[src/rtl/pec_ram_rd_stream_if.sv]
// pec_ram_rd_stream_if: control, SRAM read port and output stream bundle for pec_ram_rd_stream
interface pec_ram_rd_stream_if #(
  parameter int SRAM_DEPTH_BIT = 6,
  parameter int SRAM_WIDTH = 28
);
  logic start;
  logic [SRAM_DEPTH_BIT-1:0] base_addr;
  logic [SRAM_DEPTH_BIT:0] num_words;
  logic busy;
  logic done;
  logic [SRAM_DEPTH_BIT-1:0] ram_addr_r;
  logic ram_read_en;
  logic ram_busy_rd;
  logic [SRAM_WIDTH-1:0] ram_data_out;
  logic out_valid;
  logic out_ready;
  logic [SRAM_WIDTH-1:0] out_data;
  logic out_last;
  logic [15:0] stall_cnt;
  modport master (
    input start, base_addr, num_words, ram_busy_rd, ram_data_out, out_ready,
    output busy, done, ram_addr_r, ram_read_en, out_valid, out_data, out_last, stall_cnt
  );
  modport slave (
    output start, base_addr, num_words, ram_busy_rd, ram_data_out, out_ready,
    input busy, done, ram_addr_r, ram_read_en, out_valid, out_data, out_last, stall_cnt
  );
endinterface

[src/rtl/pec_ram_rd_stream.sv]
// pec_ram_rd_stream: burst SRAM read sequencer with credit-limited output FIFO; PEC_RD_STALL_CNT_EN enables the conflict-stall counter
module pec_ram_rd_stream #(
  parameter int SRAM_DEPTH_BIT = 6,
  parameter int SRAM_WIDTH = 28,
  parameter int FIFO_DEPTH_BIT = 2
) (
  input logic clk,
  input logic reset,
  pec_ram_rd_stream_if.master bus
);
  localparam int FD = 1 << FIFO_DEPTH_BIT;
  typedef enum logic [1:0] {IDLE, READ, DRAIN} state_t;
  state_t state, state_nx;
  logic [SRAM_DEPTH_BIT-1:0] addr;
  logic [SRAM_DEPTH_BIT:0] remaining;
  logic read_en_d, last_d, empty_done;
  logic [SRAM_WIDTH:0] mem [FD];
  logic [FIFO_DEPTH_BIT-1:0] wr_ptr, rd_ptr;
  logic [FIFO_DEPTH_BIT:0] count;
  logic accept, issue, final_issue, push, pop, head_last, last_pop;
  // issue credit check and next-state selection
  always_comb begin
    accept = (state == IDLE) && bus.start;
    issue = (state == READ) && !bus.ram_busy_rd &&
            ((FIFO_DEPTH_BIT+2)'(count) + (FIFO_DEPTH_BIT+2)'(read_en_d) < (FIFO_DEPTH_BIT+2)'(FD));
    final_issue = issue && (remaining == (SRAM_DEPTH_BIT+1)'(1));
    push = read_en_d;
    pop = (count != '0) && bus.out_ready;
    head_last = mem[rd_ptr][SRAM_WIDTH];
    last_pop = pop && head_last;
    state_nx = state == IDLE ? ((accept && bus.num_words != '0) ? READ : IDLE) :
               state == READ ? (final_issue ? DRAIN : READ) :
               (last_pop ? IDLE : DRAIN);
  end
  assign bus.ram_read_en = issue;
  assign bus.ram_addr_r = addr;
  assign bus.busy = state != IDLE;
  assign bus.out_valid = count != '0;
  assign bus.out_data = (count != '0) ? mem[rd_ptr][SRAM_WIDTH-1:0] : '0;
  assign bus.out_last = (count != '0) && head_last;
  assign bus.done = empty_done || ((state == DRAIN) && last_pop);
  // state register
  always_ff @(posedge clk) begin
    if (reset) state <= IDLE;
    else state <= state_nx;
  end
  // read pointer, remaining count, return pipeline and FIFO bookkeeping
  always_ff @(posedge clk) begin
    if (reset) begin
      addr <= '0;
      remaining <= '0;
      read_en_d <= 1'b0;
      last_d <= 1'b0;
      empty_done <= 1'b0;
      wr_ptr <= '0;
      rd_ptr <= '0;
      count <= '0;
    end else begin
      empty_done <= accept && bus.num_words == '0;
      if (accept) begin
        addr <= bus.base_addr;
        remaining <= bus.num_words;
      end else if (issue) begin
        addr <= addr + 1'b1;
        remaining <= remaining - 1'b1;
      end
      read_en_d <= issue;
      last_d <= final_issue;
      if (push) wr_ptr <= wr_ptr + 1'b1;
      if (pop) rd_ptr <= rd_ptr + 1'b1;
      count <= count + (FIFO_DEPTH_BIT+1)'(push) - (FIFO_DEPTH_BIT+1)'(pop);
    end
  end
  // FIFO storage, tagged with the last-word flag
  always_ff @(posedge clk) begin
    if (push) mem[wr_ptr] <= {last_d, bus.ram_data_out};
  end
`ifdef PEC_RD_STALL_CNT_EN
  logic [15:0] stall;
  // saturating count of READ cycles lost to write conflicts
  always_ff @(posedge clk) begin
    if (reset || accept) stall <= '0;
    else if (state == READ && bus.ram_busy_rd && stall != 16'hFFFF) stall <= stall + 1'b1;
  end
  assign bus.stall_cnt = stall;
`else
  assign bus.stall_cnt = '0;
`endif
endmodule

[src/flat_wrapper.sv]
// flat-port wrapper written by rule: the top's interface ports become plain ports
module pec_ram_rd_stream_flat 
#(
  parameter int SRAM_DEPTH_BIT = 6,
  parameter int SRAM_WIDTH = 28,
  parameter int FIFO_DEPTH_BIT = 2
)
  (clk, reset, bus_start, bus_base_addr, bus_num_words, bus_ram_busy_rd, bus_ram_data_out, bus_out_ready, bus_busy, bus_done, bus_ram_addr_r, bus_ram_read_en, bus_out_valid, bus_out_data, bus_out_last, bus_stall_cnt);
  pec_ram_rd_stream_if #(.SRAM_DEPTH_BIT(SRAM_DEPTH_BIT), .SRAM_WIDTH(SRAM_WIDTH)) bus_i ();
  input logic clk;
  input logic reset;
  input wire logic [$bits(bus_i.start)-1:0] bus_start;
  input wire logic [$bits(bus_i.base_addr)-1:0] bus_base_addr;
  input wire logic [$bits(bus_i.num_words)-1:0] bus_num_words;
  input wire logic [$bits(bus_i.ram_busy_rd)-1:0] bus_ram_busy_rd;
  input wire logic [$bits(bus_i.ram_data_out)-1:0] bus_ram_data_out;
  input wire logic [$bits(bus_i.out_ready)-1:0] bus_out_ready;
  output wire logic [$bits(bus_i.busy)-1:0] bus_busy;
  output wire logic [$bits(bus_i.done)-1:0] bus_done;
  output wire logic [$bits(bus_i.ram_addr_r)-1:0] bus_ram_addr_r;
  output wire logic [$bits(bus_i.ram_read_en)-1:0] bus_ram_read_en;
  output wire logic [$bits(bus_i.out_valid)-1:0] bus_out_valid;
  output wire logic [$bits(bus_i.out_data)-1:0] bus_out_data;
  output wire logic [$bits(bus_i.out_last)-1:0] bus_out_last;
  output wire logic [$bits(bus_i.stall_cnt)-1:0] bus_stall_cnt;
  assign bus_i.start = bus_start;
  assign bus_i.base_addr = bus_base_addr;
  assign bus_i.num_words = bus_num_words;
  assign bus_i.ram_busy_rd = bus_ram_busy_rd;
  assign bus_i.ram_data_out = bus_ram_data_out;
  assign bus_i.out_ready = bus_out_ready;
  assign bus_busy = bus_i.busy;
  assign bus_done = bus_i.done;
  assign bus_ram_addr_r = bus_i.ram_addr_r;
  assign bus_ram_read_en = bus_i.ram_read_en;
  assign bus_out_valid = bus_i.out_valid;
  assign bus_out_data = bus_i.out_data;
  assign bus_out_last = bus_i.out_last;
  assign bus_stall_cnt = bus_i.stall_cnt;
  pec_ram_rd_stream #(.SRAM_DEPTH_BIT(SRAM_DEPTH_BIT), .SRAM_WIDTH(SRAM_WIDTH), .FIFO_DEPTH_BIT(FIFO_DEPTH_BIT)) u_core (.clk(clk), .reset(reset), .bus(bus_i));
endmodule
[config.mk]
export PLATFORM = sky130hd
export DESIGN_NAME = pec_ram_rd_stream_flat
export DESIGN_NICKNAME = d
export VERILOG_FILES = /design/src/rtl/pec_ram_rd_stream_if.sv /design/src/rtl/pec_ram_rd_stream.sv /design/src/flat_wrapper.sv
export SDC_FILE = /design/constraint.sdc
export NUM_CORES = 1
export LEC_CHECK = 0
export ABC_AREA = 1
export BUFFER_PORTS_ARGS = -buffer_cell sky130_fd_sc_hd__buf_2
export CAP_MARGIN = 20
export CELL_PAD_IN_SITES_DETAIL_PLACEMENT = 1
export CELL_PAD_IN_SITES_GLOBAL_PLACEMENT = 1
export CORE_UTILIZATION = 40
export DETAILED_ROUTE_END_ITERATION = 10
export GPL_ROUTABILITY_DRIVEN = 0
export PLACE_DENSITY = 0.79
export SYNTH_ARGS = -nofsm -noshare
export SYNTH_HDL_FRONTEND = slang
export SYNTH_SLANG_ARGS = --single-unit
[constraint.sdc]
create_clock -name clk -period 1.9 [get_ports clk]
set_input_delay 0.19 -clock clk [delete_from_list [all_inputs] [get_ports clk]]
set_output_delay 0.19 -clock clk [all_outputs]
set_load 0.05 [all_outputs]
==> impl_metrics.tcl <==
set metrics [dict create \
    syn_area_um2 6200 \
    grt_pass1_wl_um 24960 \
    synth_top_area_share 0.5619 \
    crit_required_ns 1.71 \
    cts_buffer_depth 2 \
    finalCritPeriodShare 1.116 \
    rsz0062_at_grt "yes" \
    ys.flop_type "edfxtp_1" \
    via_count 4714 \
    hold_depth 3 \
    syn_to_final_growth_pct 36.19 \
    die-width_um 126.5 \
    power_leakage_nw 3.241 \
    io_buffers 84 \
    core.rowCount 45 \
    async_reset_ff_frac 0 \
    finalHoldViolCount 0 \
    setup.worst_path.start_class "flop" \
    coreArea_um2 15150 \
    clkSlewWorstSetupHoldPaths_ns 0.06 \
    ff_latch_area_um2 4033 \
    root_buffer "clkbuf_16" \
    clk_latency_ns 0.42 \
    avgSynthCellArea_um2 10.71 \
    crit_path_end_kind "primary output" \
    cts_sinks 143 \
    grt_pass1_vias 4929 \
    synth-seq-cells 143 \
    slew_headroom 0.6075 \
    violations "negative setup slack" \
    yosys.cell_types.count 34 \
    criticalPathCategory "reg -> out" \
    worstMarginPinSlew_ns 0.5880 \
    dr.pass1.iters 5 \
    routed_via_density 5.152 \
    arrival_ns 1.93 \
    cap_violations 0 \
    postSynthCellCount 579 \
    start_util 0.4093 \
    slew_viol_final 0 \
    nets 771 \
    fmax_mhz 471.4 \
    fin_ws_ns -0.2212 \
    min_period_ns 2.121 \
    die_area_um2 16000 \
    r2r-start "u_core.count[0]$_SDFF_PP0_" \
    min_path_type "in -> reg" \
    grt_max_degree 35 \
    rrSetupSlack_ns 0.18 \
    wl_per_cell_um 19.34 \
    gr-total-overflow 0 \
    cellPowerDensity_nw_per_um2 1404 \
    status "finished, violations left" \
    synth_seq_area_share 0.6490 \
    antenna_cells 0 \
    cts_tree "yes" \
    drcViolationCount 0 \
    reg2regPathDepth 8 \
    synth-edff-count 116 \
    die_h_um 126.5 \
    finalSetupViolCount 27 \
    yosysWarnings 0 \
    synth_top_area_cell "edfxtp_1" \
    cts_made_buffers 17 \
    io_pins 101 \
    peakVddDrop_mv 0.7882 \
    track_usage 0.2053 \
    hold_slack_ns 0.01459 \
    synth_area_leaders "edfxtp_1, dfxtp_1, nor2_1" \
    drive_gt1_frac 0.3219 \
    critPathMaxFanout 14 \
    multiInputGateArea_um2 2166 \
    dp_worst_setup_slack_ns 0.1884 \
    crit_path_end "bus_out_data[25]" \
    skew_ns 0.007300 \
    htree_levels 4 \
    totalWireLength_um 17700 \
    ant_nets 0 \
    drt_iter0_markers 310 \
    grt_antenna_before_repair 0 \
    r2r_end "u_core.count[2]$_SDFF_PP0_" \
    dp_hpwl_um 9538 \
    fill_cells 1585 \
]
==> Yosys cell counts, types with 4 or more instances <==
cell and number:
buf_6 4, buf_4 21, buf_2 11, a21oi_1 35, nand3_2 5, clkbuf_1 6, dfxtp_1 27, nand4_1 4
xnor2_1 4, nand2_1 50, inv_1 30, nor2_2 6, nand3_1 13, edfxtp_1 116, ha_1 9, nor2_1 141
o21ai_0 67
==> sequential cells by signal (all words and copies together), names as in the netlist, named ones only <==
register and flops:
u_core.empty_done 1, u_core.wr_ptr 2, u_core.bus.ram_addr_r 6, u_core.rd_ptr 2, u_core.state 2, u_core.mem 116, u_core.push 1, u_core.remaining 7
u_core.count 3, u_core.last_d 1
==> report_power, final <==
group	total, mW	switching, mW	internal (mW)
registers	3.70	0.153	3.55
logic	4.70	3.18	1.52
clock network	3.45	1.28	2.17
==> routing by layer <==
| metal | GRT usage | vias to the layer above | wire length, µm |
|---|---|---|---|
| met1 | 0.2380 | 2352 | 7124 |
| li1 | - | 2214 | - |
| met2 | 0.3708 | 122 | 9566 |
| met3 | 0.05146 | 26 | 699 |
| met4 | 0.06591 | 0 | 308 |
| met5 | 0 | - | 0 |
==> worst max-delay path, stage by stage, from the launching register on <==
cell and delay [ns]:
dfxtp_4 0.39, clkinvlp_4 0.19, buf_6 0.17, buf_12 0.15
o21ai_0 0.32, a21oi_2 0.12, buf_6 0.16
==> worst min path at each step <==
stage                         startpoint                               end
global placement     bus_ram_data_out[9]        u_core.mem[1][9]$_DFFE_PP_
finish                  bus_num_words[4]  u_core.remaining[4]$_SDFFE_PP0P_
global route            bus_num_words[3]  u_core.remaining[3]$_SDFFE_PP0P_
floorplan            bus_ram_data_out[0]        u_core.mem[0][0]$_DFFE_PP_
detailed placement  bus_ram_data_out[23]       u_core.mem[1][23]$_DFFE_PP_
CTS                     bus_num_words[4]  u_core.remaining[4]$_SDFFE_PP0P_
==> repair_timing <==
item | in CTS | in global routing
pin swaps | 9 | 50
endpoints found under the hold margin | 112 | 0
setup endpoints to repair | 32 | 31
cloned | 0 | 6
hold buffers | 28 | 0
gates resized for setup | 74 | 135
buffers inserted | 6 | 4
==> cells in the final DEF (no fill, tap or decap), drive strengths merged <==
cell type / Yosys / routed
a21o: 1 / 1
a21oi: 36 / 36
buf: 36 / 114
bufinv: 0 / 4
clkbuf: 8 / 21
clkinv: 0 / 7
clkinvlp: 0 / 4
conb: 1 / 16
dfxtp: 27 / 27
dlygate4sd3: 0 / 28
edfxtp: 116 / 116
fa: 1 / 1
ha: 9 / 9
inv: 32 / 31
nand2: 52 / 52
nand3: 18 / 18
nand3b: 1 / 1
nand4: 4 / 4
nor2: 148 / 148
nor3: 6 / 6
nor4: 2 / 2
o21ai: 71 / 71
o21bai: 3 / 3
xnor2: 4 / 4
xor2: 3 / 3
==> cell type report <==
class	count	area share
flip-flops and latches	143	0.4776
multi-input cells	375	0.2565
repair buffers	145	0.1512
clock buffers	18	0.05083
well taps	188	0.02786
clock inverters	13	0.02001
inverters	32	0.01512
repair inverters	1	0.0008892
==> logic make-up after synthesis <==
| kind of cell | count (synthesis) | share of synthesized area |
|---|---|---|
| simple gates | 231 | 0.1604 |
| fa+ha+maj | 10 | 0.02139 |
| xor+xnor | 7 | 0.009889 |
| compound gates | 111 | 0.09243 |
| buf+inv | 76 | 0.06620 |
| other cells | 1 | 0.0006049 |
| flops | 143 | 0.6490 |
==> per-stage QoR <==
step,std cells,area [µm²],power (mW),TNS [ns],util
final,915,8443,11.85,-1.735,0.5575
after global routing,915,8443,12.31,-3.838,0.5575
after CTS,905,7911,11.21,-0.6457,0.5223
after floorplan,594,6256,6.500,0,-
after detailed placement,840,6808,7.388,0,0.4495
after global placement,840,6808,7.261,0,0.4495
Power figures use the tool's default switching activity.
